## src/rtl/trace_pkg.sv

```systemverilog
// trace_pkg: shared definitions for the trace record packer.
//   - state_t        : capture FSM encodings (IDLE/ARMED/RUN/DONE)
//   - record layout  : bit offsets/widths of the 128-bit trace record
//   - MARKER_SEQ/TAG : field values identifying a drop-marker record
//   - pack_record()  : assembles a record from its fields
package trace_pkg;

  typedef enum logic [1:0] {
    IDLE  = 2'd0,
    ARMED = 2'd1,
    RUN   = 2'd2,
    DONE  = 2'd3
  } state_t;

  localparam int unsigned REC_W      = 128;
  localparam int unsigned INSN_LSB   = 0;
  localparam int unsigned INSN_W     = 32;
  localparam int unsigned PC_LSB     = 32;
  localparam int unsigned PC_W       = 32;
  localparam int unsigned TAG_LSB    = 64;
  localparam int unsigned TAG_W      = 8;
  localparam int unsigned SEQ_LSB    = 72;
  localparam int unsigned SEQ_W      = 24;
  localparam int unsigned TS_LSB     = 96;
  localparam int unsigned TS_FIELD_W = 32;

  localparam logic [SEQ_W-1:0] MARKER_SEQ = 24'hFFFFFF;
  localparam logic [TAG_W-1:0] MARKER_TAG = 8'hFF;

  function automatic logic [REC_W-1:0] pack_record(
    input logic [TS_FIELD_W-1:0] ts,
    input logic [SEQ_W-1:0]      seq,
    input logic [TAG_W-1:0]      tag,
    input logic [PC_W-1:0]       pc,
    input logic [INSN_W-1:0]     insn
  );
    logic [REC_W-1:0] rec;
    rec                          = '0;
    rec[TS_LSB   +: TS_FIELD_W]  = ts;
    rec[SEQ_LSB  +: SEQ_W]       = seq;
    rec[TAG_LSB  +: TAG_W]       = tag;
    rec[PC_LSB   +: PC_W]        = pc;
    rec[INSN_LSB +: INSN_W]      = insn;
    return rec;
  endfunction

endpackage

```

## src/rtl/trace_skid_fifo.sv

```systemverilog
// trace_skid_fifo: single-clock synchronous FIFO holding 128-bit trace records.
// Ports:
//   i_clk, i_rst     : clock, synchronous active-high reset (empties the FIFO)
//   i_push, i_data   : write request and record; ignored while full
//   i_pop            : read request; ignored while empty
//   o_full, o_empty  : status, both based on the pre-update occupancy
//   o_head           : record at the head (valid when !o_empty)
module trace_skid_fifo
  import trace_pkg::*;
#(
  parameter int unsigned AW = 2
) (
  input  logic             i_clk,
  input  logic             i_rst,
  input  logic             i_push,
  input  logic [REC_W-1:0] i_data,
  input  logic             i_pop,
  output logic             o_full,
  output logic             o_empty,
  output logic [REC_W-1:0] o_head
);

  localparam int unsigned DEPTH = 1 << AW;

  logic [REC_W-1:0] r_mem [DEPTH];
  logic [AW-1:0]    r_wptr;
  logic [AW-1:0]    r_rptr;
  logic [AW:0]      r_cnt;
  logic             w_do_push;
  logic             w_do_pop;

  assign o_full    = (r_cnt == (AW+1)'(DEPTH));
  assign o_empty   = (r_cnt == '0);
  assign o_head    = r_mem[r_rptr];
  // A push at full is refused even if a pop happens in the same cycle.
  assign w_do_push = i_push && !o_full;
  assign w_do_pop  = i_pop && !o_empty;

  always_ff @(posedge i_clk) begin
    if (w_do_push) begin
      r_mem[r_wptr] <= i_data;
    end
  end

  always_ff @(posedge i_clk) begin
    if (i_rst) begin
      r_wptr <= '0;
      r_rptr <= '0;
      r_cnt  <= '0;
    end else begin
      if (w_do_push) r_wptr <= r_wptr + AW'(1);
      if (w_do_pop)  r_rptr <= r_rptr + AW'(1);
      unique case ({w_do_push, w_do_pop})
        2'b10:   r_cnt <= r_cnt + (AW+1)'(1);
        2'b01:   r_cnt <= r_cnt - (AW+1)'(1);
        default: r_cnt <= r_cnt;
      endcase
    end
  end

endmodule

```

## src/rtl/trace_record_packer.sv

```systemverilog
// trace_record_packer: write-side producer for fifo_ctrl. Samples trace
// events, gates them through an arm/trigger/limit FSM, stamps ts/seq,
// packs 128-bit records into a local skid FIFO and drains them to fifo_ctrl
// with at most one write every two cycles.
// Ports:
//   w_clk, rst        : clock, synchronous active-high reset
//   arm, stop         : session start / abort pulses (stop wins)
//   trig_en, trig_pc  : wait for a pc match before capturing
//   rec_limit         : records per session, 0 = unlimited
//   ev_valid/pc/insn/tag : trace event
//   fifo_full         : fifo_ctrl full flag
//   wr, data_in       : write strobe and record to fifo_ctrl
//   state, rec_cnt, drop_cnt : status
// Build option: define TRACE_DROP_MARKER_EN to insert a marker record
// (seq=MARKER_SEQ, tag=MARKER_TAG, insn=drop count) after drops.
module trace_record_packer
  import trace_pkg::*;
#(
  parameter int unsigned SKID_AW = 2,
  parameter int unsigned TS_W    = 32
) (
  input  logic         w_clk,
  input  logic         rst,
  input  logic         arm,
  input  logic         stop,
  input  logic         trig_en,
  input  logic [31:0]  trig_pc,
  input  logic [23:0]  rec_limit,
  input  logic         ev_valid,
  input  logic [31:0]  ev_pc,
  input  logic [31:0]  ev_insn,
  input  logic [7:0]   ev_tag,
  input  logic         fifo_full,
  output logic         wr,
  output logic [127:0] data_in,
  output logic [1:0]   state,
  output logic [23:0]  rec_cnt,
  output logic [15:0]  drop_cnt
);

  state_t           r_state;
  state_t           w_state_nxt;
  logic [TS_W-1:0]  r_ts;
  logic [23:0]      r_seq;
  logic [23:0]      r_rec_cnt;
  logic [15:0]      r_drop_cnt;
  logic             r_wr;
  logic [127:0]     r_data;

  logic             w_trig_hit;
  logic             w_cap;
  logic             w_push_ev;
  logic             w_drop;
  logic             w_limit_hit;
  logic             w_arm_clr;
  logic [23:0]      w_rec_cnt_inc;
  logic [31:0]      w_ts32;
  logic [127:0]     w_ev_rec;
  logic             w_push;
  logic [127:0]     w_push_data;
  logic             w_pop;
  logic             w_skid_full;
  logic             w_skid_empty;
  logic [127:0]     w_skid_head;

  assign w_ts32        = 32'(r_ts);
  assign w_ev_rec      = pack_record(w_ts32, r_seq, ev_tag, ev_pc, ev_insn);

  // Capture happens in RUN, or in ARMED on the matching trigger event.
  assign w_trig_hit    = (r_state == ARMED) && trig_en && ev_valid && (ev_pc == trig_pc);
  assign w_cap         = ev_valid && !stop && ((r_state == RUN) || w_trig_hit);
  assign w_push_ev     = w_cap && !w_skid_full;
  assign w_drop        = w_cap && w_skid_full;
  assign w_rec_cnt_inc = r_rec_cnt + 24'd1;
  assign w_limit_hit   = w_push_ev && (rec_limit != '0) && (w_rec_cnt_inc == rec_limit);
  assign w_arm_clr     = arm && !stop && ((r_state == IDLE) || (r_state == DONE));

  always_comb begin
    w_state_nxt = r_state;
    if (stop) begin
      w_state_nxt = IDLE;
    end else begin
      unique case (r_state)
        IDLE, DONE: if (arm) w_state_nxt = ARMED;
        ARMED: begin
          if (!trig_en)        w_state_nxt = RUN;
          else if (w_trig_hit) w_state_nxt = w_limit_hit ? DONE : RUN;
        end
        RUN:   if (w_limit_hit) w_state_nxt = DONE;
        default: w_state_nxt = IDLE;
      endcase
    end
  end

  always_ff @(posedge w_clk) begin
    if (rst) begin
      r_state    <= IDLE;
      r_ts       <= '0;
      r_seq      <= '0;
      r_rec_cnt  <= '0;
      r_drop_cnt <= '0;
    end else begin
      r_state <= w_state_nxt;
      r_ts    <= r_ts + TS_W'(1);
      if (w_arm_clr) begin
        r_seq      <= '0;
        r_rec_cnt  <= '0;
        r_drop_cnt <= '0;
      end else begin
        if (w_push_ev) begin
          r_seq     <= r_seq + 24'd1;
          r_rec_cnt <= w_rec_cnt_inc;
        end
        if (w_drop && (r_drop_cnt != '1)) begin
          r_drop_cnt <= r_drop_cnt + 16'd1;
        end
      end
    end
  end

`ifdef TRACE_DROP_MARKER_EN
  logic [15:0] r_mk_drops;
  logic        w_push_mk;

  // Marker waits for skid room; a real event push takes the slot first.
  assign w_push_mk = (r_mk_drops != '0) && !w_skid_full && !w_push_ev;

  always_ff @(posedge w_clk) begin
    if (rst) begin
      r_mk_drops <= '0;
    end else if (w_push_mk) begin
      r_mk_drops <= '0;
    end else if (w_drop && (r_mk_drops != '1)) begin
      r_mk_drops <= r_mk_drops + 16'd1;
    end
  end

  assign w_push      = w_push_ev || w_push_mk;
  assign w_push_data = w_push_ev ? w_ev_rec
                     : pack_record(w_ts32, MARKER_SEQ, MARKER_TAG, 32'h0, {16'h0, r_mk_drops});
`else
  assign w_push      = w_push_ev;
  assign w_push_data = w_ev_rec;
`endif

  trace_skid_fifo #(
    .AW (SKID_AW)
  ) u_skid (
    .i_clk   (w_clk),
    .i_rst   (rst),
    .i_push  (w_push),
    .i_data  (w_push_data),
    .i_pop   (w_pop),
    .o_full  (w_skid_full),
    .o_empty (w_skid_empty),
    .o_head  (w_skid_head)
  );

  // fifo_ctrl samples wr one cycle before its full flag reflects it, so a
  // write is only issued when the previous cycle had none.
  assign w_pop = !w_skid_empty && !fifo_full && !r_wr;

  always_ff @(posedge w_clk) begin
    if (rst) begin
      r_wr   <= 1'b0;
      r_data <= '0;
    end else begin
      r_wr <= w_pop;
      if (w_pop) r_data <= w_skid_head;
    end
  end

  assign wr       = r_wr;
  assign data_in  = r_data;
  assign state    = r_state;
  assign rec_cnt  = r_rec_cnt;
  assign drop_cnt = r_drop_cnt;

endmodule

```

## config.mk

```make
export PLATFORM = sky130hd
export DESIGN_NAME = trace_record_packer
export DESIGN_NICKNAME = d
export VERILOG_FILES = /design/src/rtl/trace_pkg.sv /design/src/rtl/trace_skid_fifo.sv /design/src/rtl/trace_record_packer.sv
export SDC_FILE = /design/constraint.sdc
export NUM_CORES = 1
export LEC_CHECK = 0
export BUFFER_PORTS_ARGS = -buffer_cell sky130_fd_sc_hd__buf_2
export CORE_UTILIZATION = 25
export CTS_BUF_LIST = sky130_fd_sc_hd__clkbuf_8
export CTS_CLUSTER_DIAMETER = 150
export DETAILED_ROUTE_END_ITERATION = 6
export GPL_TIMING_DRIVEN = 0
export HOLD_SLACK_MARGIN = 0.06
export PLACE_DENSITY = 0.52
export SLEW_MARGIN = 25
export SYNTH_ARGS = -nofsm -noshare
export SYNTH_HDL_FRONTEND = slang
export SYNTH_SLANG_ARGS = --single-unit
export TNS_END_PERCENT = 5
```

## constraint.sdc

```tcl
create_clock -name w_clk -period 7.95 [get_ports w_clk]
set_input_delay 0.3975 -clock w_clk [delete_from_list [all_inputs] [get_ports w_clk]]
set_output_delay 0.3975 -clock w_clk [all_outputs]
set_load 0.01 [all_outputs]
```

[Word level (Yosys, flattened, before mapping)]
Memory sizes are Yosys's and may differ from the RTL's. A register that Yosys moved wholly into a read port is not among the register bits.
Cells that the tools add are included.
Operators by class
  add/sub/neg operators: 8
  equality and inequality tests: 12
  mux-type cells: 9
  reduce and logical (&&, ||, !) cells: 31
Operators by type and width (number)
  $add 24x1->24 const B: 2
  $add 32x1->32 const B: 1
  $eq 32x32->1: 1
  $eq 24x24->1: 1
  $reduce_bool 24->1: 1
  $add 16x1->16 const B: 1
  $logic_and 1x1->1: 16
  $ne 16x16->1 const B: 1
  $mux 2: 4
  $eq 2x2->1 const B: 3
  $pmux 2 s3: 1
  $pmux 3 s2: 1
  $reduce_or 2->1: 3
  $logic_not 1->1: 5
  $add 2x1->2 const B: 2
  $eq 2x1->1 const B: 2
  $ne 2x2->1 const B: 2
  $add 3x1->3 const B: 1
  $eq 3x3->1 const B: 1
  $logic_not 3->1: 1
  $mux 1: 3
  $ne 3x3->1 const B: 1
  $reduce_and 3->1: 1
  $sub 3x1->3 const B: 1
  3 further kinds: 4
Storage, ports and cells
  register bits after elaboration: 106
  memory bits (writable): 512
  output and inout port bits: 171
  logic and storage cells: 70
  memories: 1
Memories
  u_skid.r_mem: words 4, bits a word 128, read ports 1, clocked after Yosys merged registers in 1, wr ports 1, line trace_skid_fifo.sv:25  | logic [REC_W-1:0] r_mem [DEPTH];

[Depth between registers and ports, before layout]
  word-level depth: 13
  mapped depth: 14

[Hierarchy]
From an unflattened synthesis, not the netlist that was laid out.
Unflattened totals
  cells, all modules: 1967
  area, all modules: 28965.3 µm²
Modules (own cells, without submodules)
  trace_skid_fifo: instances 1, cells each 722, area an instance 19042.0 µm²
  trace_record_packer: instances 1, cells each 1245, area an instance 9923.3 µm²

[Least setup slack after synthesis]
OpenSTA, ideal clock, no wires.
  path type: input to register
  from: input trig_pc[1]
  to: memory u_skid.r_mem[0][0] (enable)
  setup time: 503 ps
  arrival: 4850 ps
  data required time: 7447 ps
  slack: 2597 ps
  stages: 8
  path buffers: 2
  cell sequence: xnor2_1 -> nand4_1 -> nor4_2 -> a31oi_1 -> nor3b_4 -> buf_2 -> buf_2 -> and2_1
Between the ends
  word-level cells in the longest chain between the ends: 8
RTL lines
  start: declaration: line trace_record_packer.sv:27  | input logic [31:0] trig_pc,
  $eq 32x32->1: line trace_record_packer.sv:70  | assign w_trig_hit = (r_state == ARMED) && trig_en && ev_valid && (ev_pc == trig_pc);
  $logic_and 1x1->1: line trace_record_packer.sv:70
  $logic_or 1x1->1: line trace_record_packer.sv:71  | assign w_cap = ev_valid && !stop && ((r_state == RUN) || w_trig_hit);
  $logic_and 1x1->1: line trace_record_packer.sv:71
  $logic_and 1x1->1: line trace_record_packer.sv:72  | assign w_push_ev = w_cap && !w_skid_full;
  $logic_and 1x1->1: line trace_skid_fifo.sv:36  | assign w_do_push = i_push && !o_full;
  $mux 1: line trace_skid_fifo.sv:40  | if (w_do_push) begin
  $mux 1 (not written as such): line trace_skid_fifo.sv:41  | r_mem[r_wptr] <= i_data;
  end: declaration: line trace_skid_fifo.sv:25
No other way between the ends.

[Worst setup path in the final report]
  from: input ev_pc[27]
  to: memory u_skid.r_mem[0][59] (enable)
Between the ends
  word-level cells in the longest chain between the ends: 8
RTL lines
  start: declaration: line trace_record_packer.sv:30  | input logic [31:0] ev_pc,
  $eq 32x32->1: line trace_record_packer.sv:70
  $logic_and 1x1->1: line trace_record_packer.sv:70
  $logic_or 1x1->1: line trace_record_packer.sv:71
  $logic_and 1x1->1: line trace_record_packer.sv:71
  $logic_and 1x1->1: line trace_record_packer.sv:72
  $logic_and 1x1->1: line trace_skid_fifo.sv:36
  $mux 1: line trace_skid_fifo.sv:40
  $mux 1 (not written as such): line trace_skid_fifo.sv:41
No other way between the ends.

==> metrics.txt <==
Synth Area in Compound Gates=3.67%; hold crit path type=input pin to flop; Internal Power=6090 uW; clock root cell=clkbuf_8; CP arrival=6.06 ns; commonest non-fill, non-tap cell in the layout=edfxtp_1; combinational power share=2.8%; Final Max Tran Viols=0; fin nets=2623; minimum clock period=approximately 5.6 ns; GPL Wtd Cong=0.789; largest net degree at the start of global routing=43; Setup Crit Path Kind=input pin to flop; async set-reset flop share out of synthesis=0%; post-synthesis cell type count=52; H-Tree Depth=4; Core Util, Final=31.7%; routed via count=17.5k; Final Total Pwr=7850 uW; proportion of layout cells with a drive suffix above 1=26.1%; main combinational cell family by area after synthesis=multiplexers; Max Cap Viol=0; Fin. Hold Viols=0; Layout Skew=roughly 0.053 ns; via/cell ratio=4.27; All-Layer GR Usage=13.1%; Clock transition at path regs=0.06 ns; Fmax=0.179 GHz; clock latency on the worst-skew pair=0.81 ns; Sw Pwr=1760 uW; DPL Wire Length=51000 um; final worst slack=2.35 ns; mux contribution to synthesized area=roughly a tenth; core area=113000 um^2; I/O Pins=306; r2r endpoint=u_skid.r_mem[0][59]; Post-Place Setup Slack=2.05 ns; mapped cell area=~29000 um^2; area growth from synthesis to layout=25.1%; CTS tree=yes; top cells by area, synth=edfxtp_1, dfxtp_1, mux4_2, nand2_1, a21oi_1; yosys warns=0; CTS resizes=0; Post-Synthesis Cells=slightly below 2k; final setup vio count=0; post-cts hold buffer count=76; R2R setup slack=4.18 ns; routed length per instance=between 15 and 20 um; register bit total from synthesis=746; ANT nets after route=0; PwrDens=220 nW/um^2; Clock Path Buffers=3; Post-Synth XOR/XNOR Area=roughly 4.4%; crit-path max FO=36; final period utilization=70.4%; DRT Pass-1 Iters=4; Worst-Margin Slew=0.994 ns; sequential fraction of the synthesis area=between 70 and 80%; Worst Setup End Kind=flop; CTS buffer count=134; Post-CTS Setup Bufs=0; drt total wl=around 76000 um; die height=340 um; Net Count, Synth=2094; Post-synth EDFFs=512; syn_area_per_cell=14.7 um^2; Die ar.=116000 um^2; most frequent cells in the layout=edfxtp_1, buf_2, nand2_1; Slew Limit Headroom=roughly a third; Critical Path Source Type=input pin; grt total ovfl=0; first-pass GRT wire length=113000 um; die extent in x=340 um; hold path endpoint=drop_cnt[12]; # DRC=0; status=complete, no violations; HP Start=ev_valid; part of the power in registers=between 50% and 60%; switching power share of the total=between 20 and 25%; R2R cell count=11; FP Rows=123; Worst EP required=8.41 ns; Critical R2R Launch=state[1]; simple-gate share of the synthesized area=9.34%; Starting Density=25.3%; initial antenna violation count=12; number of global-route vias before repair=18.2k; Filler Cells Inserted=11.4k; input/output buffers=303; hold path depth=6; Synth Flop Type=edfxtp_1; leak pwr=0.0124 uW; clock power share=44.5%; Max VDD drop=117 uV; most area-hungry cell type in the Yosys netlist=edfxtp_1; adder-cell share of the synthesized area=0.552%; DRT iter0 DRCs=910; Yosys top cell area share=53.8%; RSZ-0062 raised after global routing=no; # clock sinks=746
kinds of logic (layout without fill, tap and decap cells):
| logic type | count (synthesis) | count (layout) |
|---|---|---|
| flip-flops | 746 | 746 |
| AND/OR/NAND/NOR | 597 | 597 |
| AO/OA/AOI/OAI | 199 | 199 |
| XOR/XNOR | 142 | 142 |
| multiplexers | 133 | 133 |
| buffers and inverters | 118 | 755 |
| adder cells (fa/ha/maj) | 12 | 12 |
| other | 0 | 6 |
per-stage QoR:
stage          hold WS (ns)  std cells  setup TNS [ns]  instance area [um^2]
2_1_floorplan         0.449       1947               0                 28600
3_3_place_gp          0.441       3750        -1528.31                 32000
3_5_place_dp          0.443       3764               0                 32400
4_1_cts               0.223       4084               0                 35700
5_1_grt               0.293       4089               0                 35800
6_report              0.286       4090               0                 35800
cell type report:
cell class                 count  area, um^2  share of cell area, %
antenna                        6        15.0                 0.0420
buffer                       100         412                   1.15
clock buffer                 149        2050                   5.74
clock inverter                95         568                   1.59
inverter                      18        67.6                  0.189
multi-input combinational   1083        8070                   22.6
sequential                   746       20100                   56.1
tap                         1500        1880                   5.25
timing repair buffer         393        2630                   7.36
power by group through the flow:
stage	Clock, uW	Combinational [uW]	Sequential (uW)
after floorplan	0	75.5	4220
after global placement	0	190	4220
after detailed placement	0	193	4220
after CTS	3630	225	4140
after global routing	3810	241	4140
final	3500	219	4140
sequential cells by signal (all words and copies together), names as in the netlist, 2 cells and up:
signal and cells:
r_ts 32, state 2, data_in 128, drop_cnt 16, u_skid.r_cnt 3, u_skid.r_wptr 2, u_skid.r_mem 512, u_skid.r_rptr 2
r_seq 24, rec_cnt 24
layer usage:
layer | part of all wire (%) | vias to the layer above | wire, um | GRT usage, %
met5 | 0.059 | - | 45 | 0
met4 | 2.3 | 6 | 1720 | 4.47
met3 | 8.3 | 137 | 6270 | 4.89
met2 | 47 | 487 | 35600 | 21.2
met1 | 42 | 8563 | 32200 | 16.1
li1 | - | 8278 | - | -
how the worst max path moves through the flow:
stage	start	endpoint	slack, ns	depth (start not counted)
detailed placement	ev_pc[27]	u_skid.r_mem[0][22]	2.05	11
finish	ev_pc[27]	u_skid.r_mem[0][59]	2.35	12
CTS	ev_pc[27]	u_skid.r_mem[0][21]	2.36	12
global placement	ev_pc[27]	u_skid.r_mem[1][9]	-3.12	9
floorplan	trig_pc[1]	u_skid.r_mem[0][0]	2.60	8
global route	ev_pc[27]	u_skid.r_mem[0][59]	2.17	12
synthesized netlist by cell type, types with 2 or more instances:
cell       instances
buf_2             21
nand2b_1           3
xnor2_1           73
or2_1              2
nand4_2            3
nand3_1           46
nor3_2             3
nor3_1            18
or3_1             19
nor2_1           109
xor2_1            69
a21oi_1          154
nand2_1          317
ha_1              11
edfxtp_1         512
and3_1            17
clkbuf_1          71
buf_1              8
inv_1             16
and4_1             5
a2111oi_0          2
nor4_1             9
mux4_2           128
nand4_1           23
o21ai_0           25
nor2b_1            7
dfxtp_1          234
mux2i_1            4
nor4_2             3
o31ai_1            3
a31oi_1            5
and2_1             7
worst max-delay path, cell delays in order:
cell,delay [ns]
dlygate4sd3_1,0.53
buf_2,0.16
xnor2_1,0.78
nand4_1,0.62
nor4_2,0.87
a31oi_1,0.36
nor3b_4,0.50
buf_2,0.37
buf_2,0.34
and2_4,0.47
buf_16,0.31
buf_16,0.28
No activity file was read; power rests on OpenSTA's default activity.
